--- config.mk ---
export PLATFORM = sky130hd
export DESIGN_NAME = sqrt_f32_arbiter_flat
export DESIGN_NICKNAME = d
export VERILOG_FILES = /design/src/rtl/sqrt_f32_arbiter_pkg.sv /design/src/rtl/sqrt_f32_arbiter_if.sv /design/src/rtl/sqrt_f32_arbiter_rr.sv /design/src/rtl/sqrt_f32_arbiter.sv /design/src/flat_wrapper.sv
export SDC_FILE = /design/constraint.sdc
export NUM_CORES = 1
export LEC_CHECK = 0
export CAP_MARGIN = 20
export CELL_PAD_IN_SITES_DETAIL_PLACEMENT = 1
export CELL_PAD_IN_SITES_GLOBAL_PLACEMENT = 2
export CORE_ASPECT_RATIO = 0.6
export CORE_UTILIZATION = 25
export DETAILED_ROUTE_END_ITERATION = 6
export PLACE_DENSITY = 0.9
export SYNTH_ARGS = -nofsm -noshare
export SYNTH_HDL_FRONTEND = slang
export SYNTH_SLANG_ARGS = --single-unit
--- constraint.sdc ---
create_clock -name clk -period 6.7 [get_ports clk]
set_clock_uncertainty 0.15 [all_clocks]
set_input_delay 1.34 -clock clk [delete_from_list [all_inputs] [get_ports clk]]
set_output_delay 1.34 -clock clk [all_outputs]
set_load 0.01 [all_outputs]
--- src/rtl/sqrt_f32_arbiter_pkg.sv ---
// Shared types and constants for the f32 square-root sharing controller.
package sqrt_arb_pkg;

  localparam int F32_W = 32;
  localparam logic [F32_W-1:0] F32_QNAN = 32'h7FC0_0000;

  typedef enum logic [1:0] {
    IDLE  = 2'd0,
    START = 2'd1,
    WAIT  = 2'd2,
    RESP  = 2'd3
  } state_t;

  // Width of a requester index; never narrower than one bit.
  function automatic int idx_w(input int n);
    return (n <= 2) ? 1 : $clog2(n);
  endfunction

endpackage

--- src/rtl/sqrt_f32_arbiter_if.sv ---
// Request/response and unit-side signals of the shared square-root controller.
// Handshake: a requester holds req_valid/req_a until its one-cycle req_ready pulse;
// resp_valid is a one-cycle pulse with no backpressure; the unit sees a one-cycle
// unit_start and answers with unit_rdy/unit_sqrt some cycles later.
interface sqrt_f32_arbiter_if #(parameter int NREQ = 4);

  logic [NREQ-1:0]    req_valid;
  logic [NREQ*32-1:0] req_a;
  logic [NREQ-1:0]    req_ready;
  logic [NREQ-1:0]    resp_valid;
  logic [31:0]        resp_data;
  logic               resp_err;
  logic               unit_start;
  logic [31:0]        unit_a;
  logic               unit_rdy;
  logic [31:0]        unit_sqrt;

  // master: PE array plus the square-root unit; slave: the controller
  modport master (
    output req_valid, req_a, unit_rdy, unit_sqrt,
    input  req_ready, resp_valid, resp_data, resp_err, unit_start, unit_a
  );

  modport slave (
    input  req_valid, req_a, unit_rdy, unit_sqrt,
    output req_ready, resp_valid, resp_data, resp_err, unit_start, unit_a
  );

endinterface

--- src/rtl/sqrt_f32_arbiter_rr.sv ---
// Combinational round-robin pick: first set request at or after ptr, wrapping.
module rr_arbiter_n
  import sqrt_arb_pkg::*;
#(
  parameter int NREQ = 4,
  localparam int IW  = idx_w(NREQ)
) (
  input  logic [NREQ-1:0] req,
  input  logic [IW-1:0]   ptr,
  output logic [NREQ-1:0] grant,
  output logic [IW-1:0]   idx,
  output logic            any
);

  always_comb begin
    grant = '0;
    idx   = '0;
    any   = 1'b0;
    for (int k = 0; k < NREQ; k++) begin
      int j;
      j = int'(ptr) + k;
      if (j >= NREQ) j = j - NREQ;
      if (!any && req[j[IW-1:0]]) begin
        any             = 1'b1;
        idx             = j[IW-1:0];
        grant[j[IW-1:0]] = 1'b1;
      end
    end
  end

endmodule

--- src/rtl/sqrt_f32_arbiter.sv ---
// Shares one f32 square-root unit among NREQ requesters in round-robin order.
// Optional watchdog on the unit wait is built when SQRT_ARB_TIMEOUT_EN is defined.
module sqrt_f32_arbiter
  import sqrt_arb_pkg::*;
#(
  parameter int NREQ    = 4,
  parameter int TIMEOUT = 64
) (
  input  logic                clk,
  input  logic                rst,
  sqrt_f32_arbiter_if.slave   bus,
  output logic                busy,
  output state_t              dbg_state
);

  localparam int IW = idx_w(NREQ);

  state_t           state, state_nx;
  logic [IW-1:0]    ptr, gidx, arb_idx;
  logic [NREQ-1:0]  arb_grant;
  logic             arb_any;
  logic [F32_W-1:0] op_q, res_q, sel_a;
  logic             first_q, sel_zero, unit_done, expired;

  rr_arbiter_n #(.NREQ(NREQ)) u_arb (
    .req   (bus.req_valid),
    .ptr   (ptr),
    .grant (arb_grant),
    .idx   (arb_idx),
    .any   (arb_any)
  );

  always_comb begin
    sel_a = '0;
    for (int k = 0; k < NREQ; k++)
      if (arb_idx == IW'(k)) sel_a = bus.req_a[k*F32_W +: F32_W];
  end

  assign sel_zero  = (sel_a[F32_W-2:0] == '0);
  // The unit drops rdy only after seeing start, so the first WAIT cycle is stale.
  assign unit_done = (state == WAIT) && !first_q && bus.unit_rdy;

`ifdef SQRT_ARB_TIMEOUT_EN
  localparam int CW = $clog2(TIMEOUT + 1);
  logic [CW-1:0] cnt;
  logic          err_q;

  assign expired = (state == WAIT) && (cnt == CW'(TIMEOUT)) && !unit_done;

  always_ff @(posedge clk or posedge rst) begin
    if (rst) begin
      cnt   <= '0;
      err_q <= 1'b0;
    end else begin
      if (state == START)     cnt <= '0;
      else if (state == WAIT) cnt <= cnt + 1'b1;
      if (state == IDLE && arb_any) err_q <= 1'b0;
      else if (expired)             err_q <= 1'b1;
    end
  end

  assign bus.resp_err = (state == RESP) ? err_q : 1'b0;
`else
  assign expired      = 1'b0;
  assign bus.resp_err = 1'b0;
`endif

  always_ff @(posedge clk or posedge rst) begin
    if (rst) state <= IDLE;
    else     state <= state_nx;
  end

  always_comb begin
    state_nx = state;
    case (state)
      IDLE:    if (arb_any) state_nx = sel_zero ? RESP : START;
      START:   state_nx = WAIT;
      WAIT:    if (unit_done || expired) state_nx = RESP;
      RESP:    state_nx = IDLE;
      default: state_nx = IDLE;
    endcase
  end

  always_ff @(posedge clk or posedge rst) begin
    if (rst) begin
      ptr     <= '0;
      gidx    <= '0;
      op_q    <= '0;
      res_q   <= '0;
      first_q <= 1'b0;
    end else begin
      case (state)
        IDLE: if (arb_any) begin
          gidx <= arb_idx;
          op_q <= sel_a;
          if (sel_zero) res_q <= sel_a;
        end
        START: first_q <= 1'b1;
        WAIT: begin
          first_q <= 1'b0;
          if (unit_done)    res_q <= bus.unit_sqrt;
          else if (expired) res_q <= F32_QNAN;
        end
        RESP:    ptr <= (gidx == IW'(NREQ - 1)) ? '0 : gidx + 1'b1;
        default: ;
      endcase
    end
  end

  // Grant is gated by rst so outputs are quiet during an asynchronous reset.
  assign bus.req_ready  = (state == IDLE && !rst) ? arb_grant : '0;
  assign bus.resp_valid = (state == RESP) ? (NREQ'(1) << gidx) : '0;
  assign bus.resp_data  = res_q;
  assign bus.unit_start = (state == START);
  assign bus.unit_a     = op_q;
  assign busy           = (state != IDLE);
  assign dbg_state      = state;

endmodule

--- src/flat_wrapper.sv ---
// flat-port wrapper written by rule: the top's interface ports become plain ports
module sqrt_f32_arbiter_flat import sqrt_arb_pkg::*;
#(
  parameter int NREQ    = 4,
  parameter int TIMEOUT = 64
)
  (clk, rst, busy, dbg_state, bus_req_valid, bus_req_a, bus_unit_rdy, bus_unit_sqrt, bus_req_ready, bus_resp_valid, bus_resp_data, bus_resp_err, bus_unit_start, bus_unit_a);
  sqrt_f32_arbiter_if #(.NREQ(NREQ)) bus_i ();
  input  logic clk;
  input  logic rst;
  output logic busy;
  output state_t dbg_state;
  input wire logic [$bits(bus_i.req_valid)-1:0] bus_req_valid;
  input wire logic [$bits(bus_i.req_a)-1:0] bus_req_a;
  input wire logic [$bits(bus_i.unit_rdy)-1:0] bus_unit_rdy;
  input wire logic [$bits(bus_i.unit_sqrt)-1:0] bus_unit_sqrt;
  output wire logic [$bits(bus_i.req_ready)-1:0] bus_req_ready;
  output wire logic [$bits(bus_i.resp_valid)-1:0] bus_resp_valid;
  output wire logic [$bits(bus_i.resp_data)-1:0] bus_resp_data;
  output wire logic [$bits(bus_i.resp_err)-1:0] bus_resp_err;
  output wire logic [$bits(bus_i.unit_start)-1:0] bus_unit_start;
  output wire logic [$bits(bus_i.unit_a)-1:0] bus_unit_a;
  assign bus_i.req_valid = bus_req_valid;
  assign bus_i.req_a = bus_req_a;
  assign bus_i.unit_rdy = bus_unit_rdy;
  assign bus_i.unit_sqrt = bus_unit_sqrt;
  assign bus_req_ready = bus_i.req_ready;
  assign bus_resp_valid = bus_i.resp_valid;
  assign bus_resp_data = bus_i.resp_data;
  assign bus_resp_err = bus_i.resp_err;
  assign bus_unit_start = bus_i.unit_start;
  assign bus_unit_a = bus_i.unit_a;
  sqrt_f32_arbiter #(.NREQ(NREQ), .TIMEOUT(TIMEOUT)) u_core (.clk(clk), .rst(rst), .bus(bus_i), .busy(busy), .dbg_state(dbg_state));
endmodule
# [Word-level counts from Yosys, hierarchy flattened]
# Index checks and enable logic that the tools add are counted.
[word_totals] reg_bits=71 inputBits=167 output_inout_bits=77 word_cells=112
[op_classes] addsub=8 n_lt_le_gt_ge=12 n_eq_ne=10 n_shift=1 mux=48 n_bitwise=3 n_reduce_logical=24
[ops] op="2-to-1 mux 32 bit" n=7
[ops] op="one-hot mux 32 bit (2 select lines)" n=1
[ops] op="logical NOT 31 bit" n=1
[ops] op="2-to-1 mux 2 bit" n=12
[ops] op="2-to-1 mux 4 bit" n=6
[ops] op="less-than comparator 2 x 3 -> 1 bit (second input constant)" n=4
[ops] op="2-to-1 mux 1 bit" n=12
[ops] op="OR 4 bit" n=3
[ops] op="equality test 2 bit (second input constant)" n=5
[ops] op="logical AND 1 bit" n=10
[ops] op=">= comparator 3 bit (second input constant)" n=3
[ops] op="binary-select mux 1 bit (select 2 bit)" n=4
[ops] op="demux 1 bit (select 2 bit)" n=4
[ops] op=">= comparator 2 x 1 -> 1 bit (second input constant)" n=4
[ops] op="one-hot mux 2 bit (4 select lines)" n=1
[ops] op="subtractor 2 x 1 -> 2 bit (second input constant)" n=4
[ops] op="adder 2 x 2 -> 3 bit (second input constant)" n=2
[ops] op="!= test 2 x 1 -> 1 bit (second input constant)" n=3
[ops] op="nonzero test 2 bit" n=3
[ops] op="logical NOT 1 bit" n=5
[ops] op="equality test 2 x 1 -> 1 bit (second input constant)" n=2
[ops] op="logical NOT 2 bit" n=2
[ops] op="AND reduction 2 bit" n=2
[ops] op="AND reduction 4 bit" n=1
[ops] op="other kinds (5)" n=5

# [Longest topological paths before layout]
[logic_depth] ltp_word=23 mapped_depth=20 depth_no_buf=12

# [Hierarchy]
# Synthesis repeated with hierarchy kept, for this count alone.
[hier_totals] cells_unflattened=316 area_unflattened_um2=4647.0
[modules_own_cells] module="sqrt_f32_arbiter" n_inst=1 cells_each=271 area_each_um2=4225.3 seq_area_each_um2=1776.7
[modules_own_cells] module="rr_arbiter_n" n_inst=1 cells_each=45 area_each_um2=421.7 seq_area_each_um2=0.0

# [Worst setup path before layout]
# No wires, ideal clock.
[synth_timing] kind="reg2reg" startpoint="register u_core.ptr[0]" endpoint="register u_core.res_q[0], in the netlist u_core.bus.resp_data[0]" setup_time_ps=125 arrival_time_ps=4855 required_ps=6425 slack_ps=1570 path_stages_with_launch=21 path_buffers=8 synth_period_minus_slack_ps=5130 path_cell_list="dfrtp_1 > buf_6 > inv_2 > clkbuf_1 > clkbuf_1 > ha_1 > clkbuf_1 > mux4_2 > nor2b_1 > buf_2 > or3_1 > buf_2 > nand2_1 > buf_2 > mux2i_1 > nand4_1 > a2111oi_4 > nand4_2 > a21oi_4 > buf_12 > mux2_4"
[synth_via] elab_chain_len=22 word_cells_on_any_way=52 cone_classes="add/sub: 7; order compare: 4; eq/ne: 5; mux: 27; reduce/logical: 9"
[synth_lines] item="start: declaration" line="sqrt_f32_arbiter.sv:19" rtl="logic [IW-1:0] ptr, gidx, arb_idx;"
[synth_lines] item="start signal: assignment" line="sqrt_f32_arbiter.sv:104" rtl="RESP: ptr <= (gidx == IW'(NREQ - 1)) ? '0 : gidx + 1'b1;"
[synth_lines] item="parallel branches: the longest is 22 deep, another holds adder 2 x 1 -> 3 bit"
[synth_lines] item="end signal: assignment" line="sqrt_f32_arbiter.sv:96" rtl="if (sel_zero) res_q <= sel_a;"
[synth_lines] item="end signal: assignment" line="sqrt_f32_arbiter.sv:101" rtl="if (unit_done) res_q <= bus.unit_sqrt;"
[synth_lines] item="end: declaration" line="sqrt_f32_arbiter.sv:22" rtl="logic [F32_W-1:0] op_q, res_q, sel_a;"
# Parallel ways; which one is timed is not known. The select of a mux whose other input is x is not followed.
# A chain may end at the register's enable or synchronous reset.

# [Worst setup path in the final report]
[layout_timing] startpoint="input port bus_req_valid[3]" endpoint="output port bus_req_ready[0]"
[layout_via] elab_chain_len=13 word_cells_on_any_way=25 cone_classes="mux: 16; bitwise: 3; reduce/logical: 6"
[layout_lines] item="start: declaration" line="flat_wrapper.sv:13" rtl="input wire logic [$bits(bus_i.req_valid)-1:0] bus_req_valid;"
[layout_lines] item="binary-select mux 1 bit (select 2 bit)" line="sqrt_f32_arbiter_rr.sv:23" rtl="if (!any && req[j[IW-1:0]]) begin"
[layout_lines] item="2-to-1 mux 1 bit (implied by the code)" line="sqrt_f32_arbiter_rr.sv:23"
[layout_lines] item="2-to-1 mux 1 bit" line="sqrt_f32_arbiter_rr.sv:23"
[layout_lines] item="logical NOT 1 bit" line="sqrt_f32_arbiter_rr.sv:23"
[layout_lines] item="logical AND 1 bit" line="sqrt_f32_arbiter_rr.sv:23"
[layout_lines] item="2-to-1 mux 1 bit" line="sqrt_f32_arbiter_rr.sv:23"
[layout_lines] item="logical NOT 1 bit" line="sqrt_f32_arbiter_rr.sv:23"
[layout_lines] item="logical AND 1 bit" line="sqrt_f32_arbiter_rr.sv:23"
[layout_lines] item="2-to-1 mux 1 bit" line="sqrt_f32_arbiter_rr.sv:23"
[layout_lines] item="logical NOT 1 bit" line="sqrt_f32_arbiter_rr.sv:23"
[layout_lines] item="logical AND 1 bit" line="sqrt_f32_arbiter_rr.sv:23"
[layout_lines] item="2-to-1 mux 4 bit (*)" line="sqrt_f32_arbiter_rr.sv:23"
[layout_lines] item="2-to-1 mux 4 bit (*)" line="sqrt_f32_arbiter.sv:111" rtl="assign bus.req_ready = (state == IDLE && !rst) ? arb_grant : '0;"
[layout_lines] item="end: declaration" line="flat_wrapper.sv:17" rtl="output wire logic [$bits(bus_i.req_ready)-1:0] bus_req_ready;"
# Every way passes the cells marked *; elsewhere a longest branch is shown, timed or not. The select of a mux whose other input is x is not followed.

==> results.md <==
* Minimum setup slack after placement at approximately 0.44 ns
* Max stage delay on crit path at 0.77 ns
* Clock share of power at 0.103
* Top fanout value on the critical path at 19
* Clock edge transition at the registers on the reported setup and hold paths at 0.06 ns
* Yosys top cell by area: sky130_fd_sc_hd__dfrtp_1
* Ports at 244
* Worst Reg2Reg Path Length in Cells at 14
* TritonCTS clock tree: built
* EDFF count, synth at 0
* Switching share of total power at 0.496
* Cells traversed along the worst timing path: clkdlybuf4s50_1 -> mux4_2 -> buf_4 -> nor4b_1 -> buf_4 -> nand2_1 -> a21oi_1 -> clkdlybuf4s50_1
* WP data arrival at 4.52 ns
* 1st-pass router iterations at 7
* Total global routing track utilization at 0.232
* Number of buffers created by CTS at 9
* Post-synth design cell area at 6250 um2
* Starting density of the core at 0.256
* Unrepaired setup endpoints after global routing: false
* Number of buffers inserted by port buffering at approximately 240
* Final count of negative-setup-slack endpoints at 0
* List of most frequent post-synthesis cells: sky130_fd_sc_hd__nand2_1 (104), sky130_fd_sc_hd__o21ai_0 (90), sky130_fd_sc_hd__dfrtp_1 (71)
* Final antenna-violating net count at 0
* Final period util at 0.898
* Leak Pwr at 0.00361 uW
* Final Wtd Congestion at 0.890
* Post-synthesis sequential element count at 71
* Post-cts sizing count at 0
* Transition at the pin with the smallest max-transition slack at a little under 0.9 ns
* Master of the slowest instance on the critical path: sky130_fd_sc_hd__mux4_2
* Net switching power of the design at 2580 uW
* Number of warning messages in the yosys log at 0
* Buffers inserted during post-CTS setup optimization at 0
* R2r startpoint: u_core.ptr[1]$_DFFE_PP0P_
* Category of the critical setup timing path: in2out
* Met3 capacity usage during global routing at 0.0555
* Synthesized instance count at 754
* Startpoint of the worst hold path: u_core.bus.unit_a[6]$_DFFE_PP0P_
* Largest cells by area after synthesis: sky130_fd_sc_hd__dfrtp_1 (28%), sky130_fd_sc_hd__o21ai_0 (7.2%), sky130_fd_sc_hd__nand2_1 (6.2%)
* Core footprint at 24,400 um2
* Global routing met2 resource utilization at 0.346
* Final count of pins violating max slew at 0
* Total count of hold-check failures in the final report at 0
* Most utilized layer in the global route result: met2
* Wirelength, routed at 30,100 um
* Number of antenna violations at the first check in global routing at 1
* Maximum number of pins on one net before global-route repair at 69
* Origin of the worst setup path: bus_req_valid[3]
* Met1 routing resource usage after global routing at 0.330
* Vias per Instance at 5.44
* Worst slew slack as a fraction of its limit at 0.404
* Maximum Capacitance Violations at 0
* Global-route wire length before repair at 44,500 um
* Remaining design rule violation count at 36
* Setup slack on the worst flop-to-flop path at 0.71 ns
* Accumulated negative setup slack at 0 ns
* Share of layout cells above drive strength 1 at 0.120
* Detailed Route Iter0 Violations at 600
* Synthesized Nets at 937
* Total power density per cell area at 561 nW/um2
* Share of total power in sequential cells at 0.160
* Worst reg2reg path endpoint: u_core.bus.resp_data[18]$_DFFE_PP0P_
* Crit path required time at 5.21 ns
* Root cell of the clock tree: sky130_fd_sc_hd__clkbuf_16
* Hold crit path type: reg2reg
* Hold-fix buffers, CTS at 0
* Buffer levels on the longest clock path at 2
* Critical path's top delay family: buffers and inverters
* Pint at around 2600 uW
* Startpoint type of the worst setup path: primary input
* Dominant register cell in the synthesized netlist: sky130_fd_sc_hd__dfrtp_1
* Cell Rows at 44
* Worst hold margin at 0.329 ns
* Number of H-tree levels at 3
* Total via count in the routed design at 7,028
* Maximum vdd drop at 0.000217 V
* Sequential cell area fraction in the yosys report at 0.284
* Count of unique library cells instantiated by Yosys at 69
* Width of the die at 206 um
* Synthesis-to-finish area growth at 48.7%
* Final Worst Setup Slack at 0.686 ns
* Area share of the largest cell type after synthesis at 0.284
* Syn Area/Cell at 8.29 um2
* Vias in the first global route at 7,097
* Most repeated cell in the gate-level netlist after synthesis: sky130_fd_sc_hd__nand2_1
* Cell area after placement at 8970 um2
* Outcome: finished with violations
* Remaining global-route overflow at 0
* Gate power share at 0.737
* Logic depth of the worst path, buffers included at 8
* Die Area at 25,700 um2
* Crit path buf inv count at 4
* Fraction of registers with async set or reset after synthesis at 1.00
* Count of placed standard cells in the final layout, fillers left out at 1,293
* Critical Path End Type: output port
* HPWL Detailed at around 24,000 um
* Number of clock sinks seen by CTS at 71
* Fmax achieved at 166 MHz
* Final Critical Period at 6.01 ns
* Post-Place Cells at between 1k and 1.5k
* CP Capture Point: bus_req_ready[0]
* Insertion delay of the later-clocked pin in the worst-skew pair at 0.34 ns
* Routed length per placed instance at 23.3 um
* Violated checks: design-rule violations
* Post-route standard cell area excluding fillers at 9300 um2
* Count of nets after finishing at 1,148
* Die boundary height at 125 um
## how the worst min path moves through the flow
stage,to,slack (ns),cells after the start
floorplan,u_core.first_q$_DFFE_PP0P_,0.32,1
global placement,u_core.bus.unit_a[23]$_DFFE_PP0P_,0.31,2
detailed placement,u_core.bus.unit_a[6]$_DFFE_PP0P_,0.32,2
CTS,u_core.bus.unit_a[6]$_DFFE_PP0P_,0.33,2
global route,u_core.bus.unit_a[26]$_DFFE_PP0P_,0.35,2
finish,u_core.bus.unit_a[6]$_DFFE_PP0P_,0.33,2
## per-layer routing
metal / wire length [um] / vias to the layer above
met1: 14200 / 3462
li1: - / 3240
met2: 12900 / 288
met4: 681 / 0
met5: 0 / -
met3: 2390 / 38
## state kept, by name, indices dropped and copies added, names as in the netlist
name and flops:
u_core.first_q 1, u_core.dbg_state 2, u_core.gidx 2, u_core.bus.unit_a 32, u_core.ptr 2, u_core.bus.resp_data 32
## through the flow
step | power (uW) | utilization
2_1_floorplan | 3170 | -
3_3_place_gp | 4560 | 0.368
3_5_place_dp | 4640 | 0.368
4_1_cts | 5210 | 0.381
5_1_grt | 5580 | 0.381
6_report | 5210 | 0.381
## power by group through the flow
stage	Sequential (uW)	Clock, uW	Combinational [uW]
6_report	834	537	3840
3_3_place_gp	836	0	3730
2_1_floorplan	876	0	2300
3_5_place_dp	838	0	3800
4_1_cts	835	548	3820
5_1_grt	865	567	4150
## cell usage in the layout, fill, tap and decap left out, types with 8 or more instances in the layout
master,n
sky130_fd_sc_hd__nor2_1,49
sky130_fd_sc_hd__clkbuf_16,9
sky130_fd_sc_hd__a31oi_1,9
sky130_fd_sc_hd__a211oi_1,18
sky130_fd_sc_hd__a21oi_1,34
sky130_fd_sc_hd__mux2_4,20
sky130_fd_sc_hd__nand3_1,14
sky130_fd_sc_hd__o311ai_0,9
sky130_fd_sc_hd__mux2i_1,31
sky130_fd_sc_hd__nand2_1,104
sky130_fd_sc_hd__mux2_2,31
sky130_fd_sc_hd__dfrtp_1,70
sky130_fd_sc_hd__ha_1,15
sky130_fd_sc_hd__buf_4,21
sky130_fd_sc_hd__o22ai_1,14
sky130_fd_sc_hd__nand2b_1,13
sky130_fd_sc_hd__or3_1,12
sky130_fd_sc_hd__inv_1,9
sky130_fd_sc_hd__clkdlybuf4s50_1,242
sky130_fd_sc_hd__nor3_1,23
sky130_fd_sc_hd__o21ai_0,90
sky130_fd_sc_hd__o31ai_1,8
## area by class of cell
type / instances / area (um2)
clock inverters: 3 / 65.1
diodes: 1 / 2.50
well taps: 322 / 403
clock buffers: 13 / 260
repair buffers: 265 / 2620
multi-input cells: 606 / 4120
flip-flops and latches: 71 / 1780
inverters: 12 / 45.0
fillers: 2860 / 15100
## logic make-up after synthesis
logic type	count (synthesis)	share of synthesized area
mux	87	0.169
flops	71	0.284
buf+inv	77	0.0580
fa+ha+maj	16	0.0320
other cells	1	0.000600
simple gates	251	0.187
compound gates	251	0.269
## worst register-to-register path: cells and delay by family, from the launching register on
| family | cells | cell delay (ns) |
|---|---|---|
| AO/OA/AOI/OAI | 5 | 2.06 |
| multiplexers | 2 | 0.93 |
| buffers and inverters | 3 | 0.88 |
| flip-flops | 1 | 0.69 |
| adder cells (fa/ha/maj) | 1 | 0.60 |
| AND/OR/NAND/NOR | 3 | 0.56 |
(Power assumes the default switching activity.)
